**config.mk**
```make
export PLATFORM = sky130hd
export DESIGN_NAME = video_timing_gen
export DESIGN_NICKNAME = d
export VERILOG_FILES = /design/src/rtl/video_timing_pkg.sv /design/src/rtl/video_timing_ce.sv /design/src/rtl/video_timing_gen.sv
export SDC_FILE = /design/constraint.sdc
export NUM_CORES = 1
export LEC_CHECK = 0
export CELL_PAD_IN_SITES_DETAIL_PLACEMENT = 0
export CELL_PAD_IN_SITES_GLOBAL_PLACEMENT = 2
export CORE_MARGIN = 2
export CORE_UTILIZATION = 25
export CTS_BUF_LIST = sky130_fd_sc_hd__clkbuf_4 sky130_fd_sc_hd__clkbuf_8
export CTS_CLUSTER_SIZE = 40
export DETAILED_ROUTE_END_ITERATION = 12
export MAX_ROUTING_LAYER = met4
export PLACE_DENSITY_LB_ADDON = 0.1
export SYNTH_ARGS = -nofsm -noshare
export SYNTH_HDL_FRONTEND = slang
export SYNTH_SLANG_ARGS = --single-unit
export TNS_END_PERCENT = 20
```
**constraint.sdc**
```tcl
create_clock -name CLK_VIDEO -period 15.5 [get_ports CLK_VIDEO]
set_clock_uncertainty 0.1 [all_clocks]
set_input_delay 3.875 -clock CLK_VIDEO [delete_from_list [all_inputs] [get_ports CLK_VIDEO]]
set_output_delay 3.875 -clock CLK_VIDEO [all_outputs]
set_load 0.02 [all_outputs]
```
**src/rtl/video_timing_pkg.sv**
```systemverilog
// video_timing_pkg: shared timing record, counter width and load-validity rule
// for video_timing_gen.
package video_timing_pkg;
    localparam int VT_CW = 12;
    localparam int TW    = VT_CW + 2;
    localparam logic [TW-1:0] TMAX = TW'(2 ** VT_CW - 1);

    typedef struct packed {
        logic [VT_CW-1:0] h_active;
        logic [VT_CW-1:0] h_fp;
        logic [VT_CW-1:0] h_sync;
        logic [VT_CW-1:0] h_bp;
        logic [VT_CW-1:0] v_active;
        logic [VT_CW-1:0] v_fp;
        logic [VT_CW-1:0] v_sync;
        logic [VT_CW-1:0] v_bp;
        logic             interlace;
    } timing_t;

    function automatic logic [TW-1:0] h_total(timing_t t);
        return TW'(t.h_active) + TW'(t.h_fp) + TW'(t.h_sync) + TW'(t.h_bp);
    endfunction

    function automatic logic [TW-1:0] v_total(timing_t t);
        return TW'(t.v_active) + TW'(t.v_fp) + TW'(t.v_sync) + TW'(t.v_bp);
    endfunction

    function automatic logic timing_valid(timing_t t);
        return t.h_active != '0 && t.h_sync != '0 && t.v_active != '0 && t.v_sync != '0
            && h_total(t) <= TMAX && v_total(t) <= TMAX;
    endfunction
endpackage

```
**src/rtl/video_timing_ce.sv**
```systemverilog
// video_timing_ce: pixel clock-enable divider, one pulse every CE_DIV+1 clocks.
// A new CE_DIV is adopted at each divider wrap; the first period uses the live value.
module video_timing_ce (
    input  logic       CLK_VIDEO,
    input  logic       RESET_N,
    input  logic       ENABLE,
    input  logic [3:0] CE_DIV,
    output logic       CE_PIXEL
);
    logic [3:0] cnt, div, d;
    logic       run;

    assign d = run ? div : CE_DIV;

    always_ff @(posedge CLK_VIDEO or negedge RESET_N) begin
        if (!RESET_N) begin
            cnt      <= '0;
            div      <= '0;
            run      <= 1'b0;
            CE_PIXEL <= 1'b0;
        end else begin
            run      <= ENABLE;
            cnt      <= (!ENABLE || cnt == d) ? '0 : cnt + 4'd1;
            div      <= (cnt == d) ? CE_DIV : d;
            CE_PIXEL <= ENABLE && cnt == d;
        end
    end
endmodule

```
**src/rtl/video_timing_gen.sv**
```systemverilog
// video_timing_gen: programmable raster timing generator with frame-boundary shadowed timing.
// Define VIDEO_TIMING_GEN_INTERLACE_EN for interlaced fields with half-line vsync; CW must equal VT_CW.
module video_timing_gen
    import video_timing_pkg::*;
#(
    parameter int CW = VT_CW
) (
    input  logic          CLK_VIDEO,
    input  logic          RESET_N,
    input  logic          ENABLE,
    input  logic [3:0]    CE_DIV,
    input  logic [CW-1:0] H_ACTIVE,
    input  logic [CW-1:0] H_FP,
    input  logic [CW-1:0] H_SYNC,
    input  logic [CW-1:0] H_BP,
    input  logic [CW-1:0] V_ACTIVE,
    input  logic [CW-1:0] V_FP,
    input  logic [CW-1:0] V_SYNC,
    input  logic [CW-1:0] V_BP,
    input  logic          INTERLACE,
    output logic          CE_PIXEL,
    output logic          VGA_HS,
    output logic          VGA_VS,
    output logic          VGA_DE,
    output logic          HBLANK,
    output logic          VBLANK,
    output logic [CW-1:0] HCNT,
    output logic [CW-1:0] VCNT,
    output logic          FIELD,
    output logic          NEW_FRAME
);
    timing_t       tin, sh, sh_n;
    logic          sh_ok, en_q, rise, in_ok, run_n, origin;
    logic          step, h_last, v_last, wrap, load, vs_now, vs_n;
    logic [CW-1:0] hcnt_n, vcnt_n;
    logic [TW-1:0] hn, vn, hs0, hs1, vs0, vs1;

    assign tin    = {H_ACTIVE, H_FP, H_SYNC, H_BP, V_ACTIVE, V_FP, V_SYNC, V_BP, INTERLACE};
    assign in_ok  = timing_valid(tin);
    assign rise   = ENABLE & ~en_q;
    assign run_n  = ENABLE & (sh_ok | (rise & in_ok));
    assign step   = ENABLE & CE_PIXEL;
    assign h_last = TW'(HCNT) == h_total(sh) - TW'(1);
    assign v_last = TW'(VCNT) == v_total(sh) - TW'(1) + TW'(FIELD);
    assign wrap   = step & h_last & v_last;
    assign load   = ENABLE & in_ok & (rise | wrap);
    assign sh_n   = load ? tin : sh;
    assign hcnt_n = !ENABLE ? '0 : !step ? HCNT : h_last ? '0 : HCNT + CW'(1);
    assign vcnt_n = !ENABLE ? '0 : !(step && h_last) ? VCNT : v_last ? '0 : VCNT + CW'(1);

    // Strobes are decoded from next-state counters and the shadow that will be live then.
    always_comb begin
        hn  = TW'(hcnt_n);
        vn  = TW'(vcnt_n);
        hs0 = TW'(sh_n.h_active) + TW'(sh_n.h_fp);
        hs1 = hs0 + TW'(sh_n.h_sync);
        vs0 = TW'(sh_n.v_active) + TW'(sh_n.v_fp);
        vs1 = vs0 + TW'(sh_n.v_sync);
    end

    assign vs_now = vn >= vs0 && vn < vs1;

`ifdef VIDEO_TIMING_GEN_INTERLACE_EN
    logic fld_n, vs_prev;

    // On line 0 the subtraction wraps high, so the previous-line test is false.
    assign vs_prev = vn - TW'(1) >= vs0 && vn - TW'(1) < vs1;
    assign fld_n   = !ENABLE ? 1'b0 : wrap ? sh_n.interlace & ~FIELD : FIELD;
    assign vs_n    = (fld_n && hn < (h_total(sh_n) >> 1)) ? vs_prev : vs_now;

    always_ff @(posedge CLK_VIDEO or negedge RESET_N) begin
        if (!RESET_N)
            FIELD <= 1'b0;
        else
            FIELD <= fld_n;
    end
`else
    assign vs_n  = vs_now;
    assign FIELD = 1'b0;
`endif

    video_timing_ce u_ce (
        .CLK_VIDEO (CLK_VIDEO),
        .RESET_N   (RESET_N),
        .ENABLE    (run_n),
        .CE_DIV    (CE_DIV),
        .CE_PIXEL  (CE_PIXEL)
    );

    always_ff @(posedge CLK_VIDEO or negedge RESET_N) begin
        if (!RESET_N) begin
            sh     <= '0;
            sh_ok  <= 1'b0;
            en_q   <= 1'b0;
            HCNT   <= '0;
            VCNT   <= '0;
            origin <= 1'b0;
            VGA_HS <= 1'b0;
            VGA_VS <= 1'b0;
            VGA_DE <= 1'b0;
            HBLANK <= 1'b0;
            VBLANK <= 1'b0;
        end else begin
            sh     <= sh_n;
            sh_ok  <= sh_ok | load;
            en_q   <= ENABLE;
            HCNT   <= hcnt_n;
            VCNT   <= vcnt_n;
            origin <= run_n && hcnt_n == '0 && vcnt_n == '0;
            VGA_HS <= run_n && hn >= hs0 && hn < hs1;
            VGA_VS <= run_n && vs_n;
            VGA_DE <= run_n && hn < TW'(sh_n.h_active) && vn < TW'(sh_n.v_active);
            HBLANK <= run_n && hn >= TW'(sh_n.h_active);
            VBLANK <= run_n && vn >= TW'(sh_n.v_active);
        end
    end

    assign NEW_FRAME = CE_PIXEL & origin;
endmodule

```
==> metrics <==
status=finished clean; cell count after synthesis=between 1.5k and 2k; clk sink count=approximately 140; post-synthesis instance area=between 10000 and 15000 um^2; Area Overhead vs Synth=17.77%; TritonCTS clock tree=done; Mapped Avg Cell Area=around 9 um^2; slew of the pin with the lowest slew margin=903.1 ps; biggest fanout along the worst timing path=82; most numerous cell on the critical path=o21ai_0; area of the die=~61000 um^2; sequential element share of the synthesized area=between 20% and 30%; Setup crit start kind=input port; worst-skew pair later-pin latency=between 500 and 600 ps; final weighted congestion of routability-driven global placement=between 0.8 and 0.9; Synth area leaders=dfrtp_1 (24%), ha_1 (17%), fa_1 (13%), inv_1 (7.8%), xnor2_1 (3.5%); Worst Hold Launch=sh_ok; first drt pass iteration count=5; share of cells above drive strength 1=4.837%; total of max-cap violations=0; sum of routed wire length over all layers=49390 um; Worst path slowest cell=clkdlybuf4s50_1; number of DRC violations after detailed-routing iteration 0=584; Avg WL per Cell=approximately 19 um; Synth warnings=0; CTS max path bufs=2; number of buffer cells added on primary ports=133; Final Hold Fails=0; type of element capturing the critical path=register; setup repair after global routing missed its margin=false; initial antenna violation count=2; worst slew slack as a fraction of its limit=between 30% and 40%; Resized Gates After CTS=0; top cell types by occurrence after synthesis=inv_1 (304), ha_1 (201), dfrtp_1 (138); setup bufs post-CTS=0; CP Data Required Time=15880 ps; Die Y-Extent=between 200 and 250 um; clock-pin slew on the worst setup and hold paths=roughly 100 ps; Crit path max-delay family=compound AO/OA/AOI/OAI gates; pin count of the biggest net entering global routing=83; part of the cycle the worst path needs=87.20%; num ports=about 140; number of routed nets with antenna violations=0; H-tree levels=4; vias in the first global route=around 12k; largest area contributor in the netlist=dfrtp_1; Max Clock Freq=~0.074 GHz; wire length of the first global-routing pass=approximately 75000 um; proportion of synthesized flip-flops having asynchronous set or reset=100.0%; library cells used by synthesis=74; vias per cell=about 4.5; Primary FF master, synth=dfrtp_1; Core ar.=between 50000 and 60000 um^2; origin of the critical flop-to-flop path=sh[59]; minimum period implied by the final worst setup slack=between 10000 and 15000 ps; width of the die=roughly 250 um; most frequent cell after synthesis=inv_1; Setup-failing EPs final=0; initial core utilization=25.37%; area fraction of the dominant cell type after synthesis=a little under a quarter; number of enable flip-flop cells after synthesis=0; slowest stage delay, CP=roughly 660 ps; arrival time at the worst endpoint=approximately 14000 ps; final number of max-transition violations=0; estimated wirelength of the detail-placed design=about 42000 um; clock buffer count from CTS=17; net total in the final layout=2167; Overall Global Routing Usage=roughly 18%; grt ovf=0; register bit total from synthesis=roughly 140; Clock Tree Root=clkbuf_8; count of hold buffers inserted by post-cts repair=0; number of DRC violations after detailed routing=0; Hold Path Class=register to register; DR vias=~11k; Setup crit start=V_ACTIVE[5]; number of buffer and inverter stages on the critical path=5; Cell Rows=approximately 90; Post-Synthesis Net Count=2045; sum of negative setup slack=0 ps; kind of critical path=input port to register
state kept, by name, summed over array words and instances, names as in the netlist, 4 cells and up:
| register | count |
|---|---|
| sh | 96 |
| HCNT | 12 |
| VCNT | 12 |
| u_ce.cnt | 4 |
| u_ce.div | 4 |
area by class of cell:
type,instances,area [um^2]
flip-flops and latches,138,3453
diodes,2,5.005
multi-input cells,1163,9925
inverters,305,1145
clock inverters,13,143.9
clock buffers,19,255.2
well taps,765,957.2
fillers,6208,40540
repair buffers,140,1385
logic make-up after synthesis:
family / share of synthesized area (%)
AO/OA/AOI/OAI: 14.57
adder cells (fa/ha/maj): 30.87
buffers and inverters: 8.857
other: 0.02557
XOR/XNOR: 6.417
AND/OR/NAND/NOR: 12.70
flip-flops: 23.55
multiplexers: 3.012
layer usage:
layer	up-vias	share of wire (%)	global-route usage [%]	wire, um
met2	165	38	22.61	18820
met5	-	0	-	0
met4	0	1.1	3.636	544
li1	5763	-	-	-
met3	27	3.0	2.810	1472
met1	5454	58	28.01	28550
through the flow:
stage / area (um^2) / std cells / utilization, % / worst slack [ps] / hold slack (ps)
after CTS: 17260 / 2543 / 29.87 / 1851 / 382.1
after global routing: 17270 / 2545 / 29.87 / 1116 / 402.0
after floorplan: 14660 / 1643 / - / 3486 / 335.0
after global placement: 16860 / 2511 / 29.18 / 1270 / 349.0
final: 17270 / 2545 / 29.87 / 1984 / 382.1
after detailed placement: 16860 / 2511 / 29.18 / 1233 / 362.1
worst paths after layout:
check	endpoint	slack (ps)	depth (start not counted)
max	VGA_HS	1980	38
min	sh_ok	380	1
max reg2reg	VGA_HS	4260	41
min reg2reg	sh_ok	380	1
max in group asynchronous	sh[46]	10590	2
min in group asynchronous	sh[59]	3240	1
cells in the final DEF (no fill, tap or decap), types with 11 or more instances in the layout:
cell type        count
mux2_2              24
o21a_1              13
a21oi_1             87
o21ai_0             97
a211oi_1            13
fa_1                97
nand3_1             27
nor2_1              85
mux2i_1             16
nor3_1              13
nand2b_1            23
ha_1               201
and3_1              13
nand4_1             22
a31oi_1             11
xor2_1              44
nor4_1              16
nand2_1            105
clkdlybuf4s50_1    132
nor2b_1             18
clkbuf_8            18
xnor2_1             59
inv_1              304
a21o_1              54
dfrtp_1            138
Power is left out: the tool's default activity adds up to more than one toggle a clock period on the data nets, which glitch-free logic cannot reach.
